[src/rtl/mod_exp_engine_if.sv]
// Request/result handshake and modulo-LUT port of the modular exponentiation engine.
// The engine connects through the slave modport; the requester and LUT connect through the master modport.
interface mod_exp_engine_if #(
   parameter int EXP_W = 6
) ();
   logic             start;
   logic [5:0]       base;
   logic [EXP_W-1:0] exp;
   logic [5:0]       modulus;
   logic             busy;
   logic             done;
   logic [5:0]       result;
   logic [11:0]      lut_func_in;
   logic [5:0]       lut_div;
   logic [5:0]       lut_func_out;

   modport slave (
      input  start, base, exp, modulus, lut_func_out,
      output busy, done, result, lut_func_in, lut_div
   );

   modport master (
      output start, base, exp, modulus, lut_func_out,
      input  busy, done, result, lut_func_in, lut_div
   );
endinterface

[src/rtl/mod_exp_engine.sv]
// Square-and-multiply base^exp mod n for 6-bit operands, MSB-first over all EXP_W exponent bits.
// Every reduction goes through the external registered modulo LUT as an ISSUE/CAPTURE cycle pair.
//
// state    | meaning
// S_IDLE   | waiting for start; LUT inputs held at 0
// S_RED_BASE | reduce base mod n into r_b_red
// S_RED_ONE  | reduce 1 mod n to seed the accumulator (n=1 gives 0)
// S_SQR    | accumulator squared mod n
// S_MUL    | accumulator times reduced base mod n (exp bit set)
module mod_exp_engine #(
   parameter int EXP_W = 6
) (
   input  logic               clk,
   input  logic               rst,
   mod_exp_engine_if.slave    bus
);
   localparam int IDX_W = (EXP_W > 1) ? $clog2(EXP_W) : 1;

   typedef enum logic [2:0] {S_IDLE, S_RED_BASE, S_RED_ONE, S_SQR, S_MUL} state_t;

   state_t           r_state;
   logic             r_cap;
   logic [IDX_W-1:0] r_idx;
   logic [EXP_W-1:0] r_exp;
   logic [5:0]       r_b_red;
   logic [5:0]       r_div;
   logic [5:0]       r_result;
   logic [11:0]      r_func_in;
   logic             r_busy;
   logic             r_done;

   logic [5:0]       w_rem;
   logic [11:0]      w_sq;
   logic [11:0]      w_mulb;
   logic             w_last;

   // The captured remainder is the new accumulator, so the next product is formed from it directly.
   assign w_rem  = bus.lut_func_out;
   assign w_sq   = {6'b0, w_rem} * {6'b0, w_rem};
   assign w_mulb = {6'b0, w_rem} * {6'b0, r_b_red};
   assign w_last = (r_idx == '0);

   always_ff @(posedge clk) begin
      if (rst) begin
         r_state   <= S_IDLE;
         r_cap     <= 1'b0;
         r_idx     <= IDX_W'(EXP_W - 1);
         r_exp     <= '0;
         r_b_red   <= '0;
         r_div     <= '0;
         r_result  <= '0;
         r_func_in <= '0;
         r_busy    <= 1'b0;
         r_done    <= 1'b0;
      end else begin
         r_done <= 1'b0;
         if (r_state == S_IDLE) begin
            if (bus.start) begin
               r_exp     <= bus.exp;
               r_div     <= bus.modulus;
               r_func_in <= {6'b0, bus.base};
               r_idx     <= IDX_W'(EXP_W - 1);
               r_busy    <= 1'b1;
               r_cap     <= 1'b0;
               r_state   <= S_RED_BASE;
            end
         end else if (!r_cap) begin
            r_cap <= 1'b1;
         end else begin
            r_cap <= 1'b0;
            case (r_state)
               S_RED_BASE: begin
                  r_b_red   <= w_rem;
                  r_func_in <= 12'd1;
                  r_state   <= S_RED_ONE;
               end
               S_RED_ONE: begin
                  r_func_in <= w_sq;
                  r_state   <= S_SQR;
               end
               default: begin
                  if (r_state == S_SQR && r_exp[r_idx]) begin
                     r_func_in <= w_mulb;
                     r_state   <= S_MUL;
                  end else if (w_last) begin
                     r_result  <= w_rem;
                     r_done    <= 1'b1;
                     r_busy    <= 1'b0;
                     r_func_in <= '0;
                     r_div     <= '0;
                     r_state   <= S_IDLE;
                  end else begin
                     r_idx     <= r_idx - 1'b1;
                     r_func_in <= w_sq;
                     r_state   <= S_SQR;
                  end
               end
            endcase
         end
      end
   end

   assign bus.busy        = r_busy;
   assign bus.done        = r_done;
   assign bus.result      = r_result;
   assign bus.lut_func_in = r_func_in;
   assign bus.lut_div     = r_div;
endmodule
[src/flat_wrapper.sv]
// flat-port wrapper written by rule: the top's interface ports become plain ports
module mod_exp_engine_flat 
#(
   parameter int EXP_W = 6
)
  (clk, rst, bus_start, bus_base, bus_exp, bus_modulus, bus_lut_func_out, bus_busy, bus_done, bus_result, bus_lut_func_in, bus_lut_div);
  mod_exp_engine_if #(.EXP_W(EXP_W)) bus_i ();
  input  logic clk;
  input  logic rst;
  input wire logic [$bits(bus_i.start)-1:0] bus_start;
  input wire logic [$bits(bus_i.base)-1:0] bus_base;
  input wire logic [$bits(bus_i.exp)-1:0] bus_exp;
  input wire logic [$bits(bus_i.modulus)-1:0] bus_modulus;
  input wire logic [$bits(bus_i.lut_func_out)-1:0] bus_lut_func_out;
  output wire logic [$bits(bus_i.busy)-1:0] bus_busy;
  output wire logic [$bits(bus_i.done)-1:0] bus_done;
  output wire logic [$bits(bus_i.result)-1:0] bus_result;
  output wire logic [$bits(bus_i.lut_func_in)-1:0] bus_lut_func_in;
  output wire logic [$bits(bus_i.lut_div)-1:0] bus_lut_div;
  assign bus_i.start = bus_start;
  assign bus_i.base = bus_base;
  assign bus_i.exp = bus_exp;
  assign bus_i.modulus = bus_modulus;
  assign bus_i.lut_func_out = bus_lut_func_out;
  assign bus_busy = bus_i.busy;
  assign bus_done = bus_i.done;
  assign bus_result = bus_i.result;
  assign bus_lut_func_in = bus_i.lut_func_in;
  assign bus_lut_div = bus_i.lut_div;
  mod_exp_engine #(.EXP_W(EXP_W)) u_core (.clk(clk), .rst(rst), .bus(bus_i));
endmodule
[config.mk]
export PLATFORM = sky130hd
export DESIGN_NAME = mod_exp_engine_flat
export DESIGN_NICKNAME = d
export VERILOG_FILES = /design/src/rtl/mod_exp_engine_if.sv /design/src/rtl/mod_exp_engine.sv /design/src/flat_wrapper.sv
export SDC_FILE = /design/constraint.sdc
export NUM_CORES = 1
export LEC_CHECK = 0
export ABC_CLOCK_PERIOD_IN_PS = 11300
export BUFFER_PORTS_ARGS = -buffer_cell sky130_fd_sc_hd__buf_2
export CAP_MARGIN = 0
export CORE_ASPECT_RATIO = 1.5
export CORE_UTILIZATION = 26
export DETAILED_ROUTE_END_ITERATION = 7
export GPL_TIMING_DRIVEN = 0
export PLACE_DENSITY = 0.5
export SETUP_SLACK_MARGIN = 0.2
export SYNTH_ARGS = -nofsm -noshare
export SYNTH_HDL_FRONTEND = slang
export SYNTH_SLANG_ARGS = --single-unit
[constraint.sdc]
create_clock -name clk -period 11.3 [get_ports clk]
set_input_delay 0.565 -clock clk [delete_from_list [all_inputs] [get_ports clk]]
set_output_delay 0.565 -clock clk [all_outputs]
set_load 0.03 [all_outputs]
==> metrics.yaml <==
power:
  power_density_mw_per_mm2: 111
  vdd.ir_drop.worst_uv: 63.8
  leakage_nw: 2.09
  p_total_w: 0.000485
clock_tree:
  cts_tree: "built"
  numCtsBuffers: 5
  htreeDepth: 2
  cts_buffer_depth: 2
  worstSkewPairLatency_ns: 0.29
  post_cts_buffers: 0
  clockRootBuffer: "clkbuf_16"
  cts_sinks: 45
  path_clk_slew_ns: 0.07
  cts_resized: 0
  cts_hold_buf: 0
logic_synthesis:
  synth_top_flop_cell: "dfxtp_1"
  synth_edf_count: 0
  synth_area_leaders: "dfxtp_1 (24%), fa_1 (13%), ha_1 (12%)"
  syn-num-nets: 537
  ys_seq_area_share_pct: 24.2
  synth.largest_area_cell: "dfxtp_1"
  ys_async_sr_fraction_pct: 0
  yosys.area.top_type_share_pct: 24.2
  synthesis.area_sq_mm: 0.00373
  synthCells: 450
  syn_avg_cell_area_sq_um: 8.29
  yosysWarnings: 0
  synth-seq-cells: 45
  synth.distinct_cells: 46
worst_setup_path:
  crit_fanout: 10
  crit_type: "input port to register"
  worstPathArrival_ns: 4.61
  start_kind: "input port"
  cp-end-kind: "register"
  cp.required_ns: 11.47
sta:
  rsz0062_at_grt: "false"
  fin_skew_ns: 0.00604
  setup_tns_ns: 0
  setup_viol: 0
  hold_viol: 0
  timing.final.crit_share_pct: 39.3
  finalMaxSlewViolations: 0
  min_period_ns: 4.44
  relSlewSlack_pct: 59.4
  worstMarginPinSlew_ns: 0.602
  fmax_ghz: 0.225
  holdWs_ns: 0.458
finish:
  n_fill_cell: 1489
  layout.nets: 595
  final_cell_mix: "nand2_1 (53), inv_1 (53), buf_2 (52), dfxtp_1 (45), ha_1 (35)"
  stdcell_count: 701
  syn_to_final_growth_pct: 17.4
  antenna_cells: 0
  drive_above_1_share_pct: 13.0
routing:
  routedWlPerCell_um: 13.9
  totalWireLength_mm: 9.77
  first_pass_iters: 4
  route.detailed.drc: 0
  via_per_inst: 4.58
  vias: 3208
  ant_nets: 0
  drtIter0Drc: 80
global_route:
  overflow: 0
  antenna_found_initial: 0
  grt_use_total_pct: 13.7
  grt_pass1_wl_mm: 15.9
  grt_max_degree: 15
  grt_pass1_vias: 3240
job:
  drv_cap: 0
placement:
  placed_cells: 693
  dpl.hpwl_mm: 8.05
  place_congestion: 0.870
  io_buffers: 51
floorplanning:
  fp-row-count: 53
  ioPinCount: 53
  dieArea_sq_mm: 0.0148
  die_w_um: 99.8
  die_height_um: 149
  start_util_pct: 26.6
  fp.coreArea_sq_mm: 0.0140
worst_hold_path:
  min_path_type: "register to register"
run_status:
  status: "finished, final reports clean"
==> path summary, 6_finish.rpt <==
check | to | depth (start not counted) | start | slack [ns]
worst max register to register | u_core.bus.lut_func_in[11] | 14 | u_core.r_b_red[5] | 7.45
worst min register to register | u_core.r_exp[5] | 2 | u_core.r_exp[5] | 0.46
worst max-delay path | u_core.bus.lut_func_in[10] | 16 | bus_lut_func_out[2] | 6.86
worst min-delay path | u_core.r_exp[5] | 2 | u_core.r_exp[5] | 0.46
==> sequential cells by signal (all words and copies together), names as in the netlist, 3 cells and up <==
| signal | flops |
|---|---|
| u_core.r_b_red | 6 |
| u_core.r_state | 3 |
| u_core.bus.lut_div | 6 |
| u_core.bus.lut_func_in | 12 |
| u_core.bus.result | 6 |
| u_core.r_idx | 3 |
| u_core.r_exp | 6 |
==> cell families after synthesis <==
group | share of synthesized area [%]
flip-flops | 24.2
multiplexers | 4.93
adder cells (fa/ha/maj) | 25.2
AND/OR/NAND/NOR | 19.5
XOR/XNOR | 3.29
AO/OA/AOI/OAI | 14.7
buffers and inverters | 8.29
==> through the flow <==
stage | cell area [sq um] | utilization (%) | setup WS [ns]
global placement | 4220 | 30.2 | 6.54
finish | 4380 | 31.3 | 6.86
floorplan | 3730 | - | 7.17
detailed placement | 4220 | 30.2 | 6.51
global route | 4380 | 31.3 | 6.55
CTS | 4380 | 31.3 | 6.82
==> per-layer routing <==
layer  share of wire (%)  global-route usage, %  vias up
met5                   0                      0        -
met4                 2.8                   5.59        0
met3                 2.9                   2.21       14
met2                  53                   25.4       52
met1                  41                   15.2     1524
li1                    -                      -     1618
==> worst max-delay path: stages <==
cell	delay, ns
buf_2	0.10
clkbuf_1	0.43
inv_1	0.21
nor2_1	0.17
fa_1	0.42
inv_1	0.12
fa_1	0.45
fa_1	0.54
inv_1	0.04
ha_1	0.21
or3_1	0.39
o221ai_1	0.22
a21boi_0	0.14
or3_1	0.32
a41oi_1	0.20
o21ai_0	0.10
==> power by group <==
group / internal (W) / switching (W)
sequential: 0.000168 / 0.00000612
clock: 0.0000882 / 0.0000666
combinational: 0.0000595 / 0.0000959
total: 0.000316 / 0.000169
==> final cells by class <==
cell class / count / area [sq um] / area share [%]
Buffer: 25 / 110 / 2.52
Multi-Input combinational cell: 327 / 2520 / 57.5
Clock buffer: 6 / 139 / 3.17
Inverter: 53 / 199 / 4.55
Sequential cell: 45 / 901 / 20.6
Timing Repair Buffer: 51 / 255 / 5.83
Tap cell: 192 / 240 / 5.49
Clock inverter: 2 / 13.8 / 0.314
==> synthesized netlist by cell type (2+ instances only) <==
cell / instances
a221oi_1: 5
clkbuf_1: 22
a21oi_1: 28
fa_1: 25
and2_1: 33
nor2_1: 29
mux2i_1: 15
dfxtp_1: 45
nand3_1: 9
a21o_1: 5
o22ai_1: 7
xor2_1: 4
o311ai_0: 2
o21ai_0: 9
buf_6: 2
nand2_1: 53
or3_1: 6
o21bai_1: 2
o21a_1: 6
xnor2_1: 10
nor3_1: 10
a211oi_1: 7
ha_1: 35
nand2b_1: 2
nor2b_1: 3
inv_1: 53
nand4_1: 3
a311oi_1: 2
Note: power is estimated with default switching activity, not from simulation.
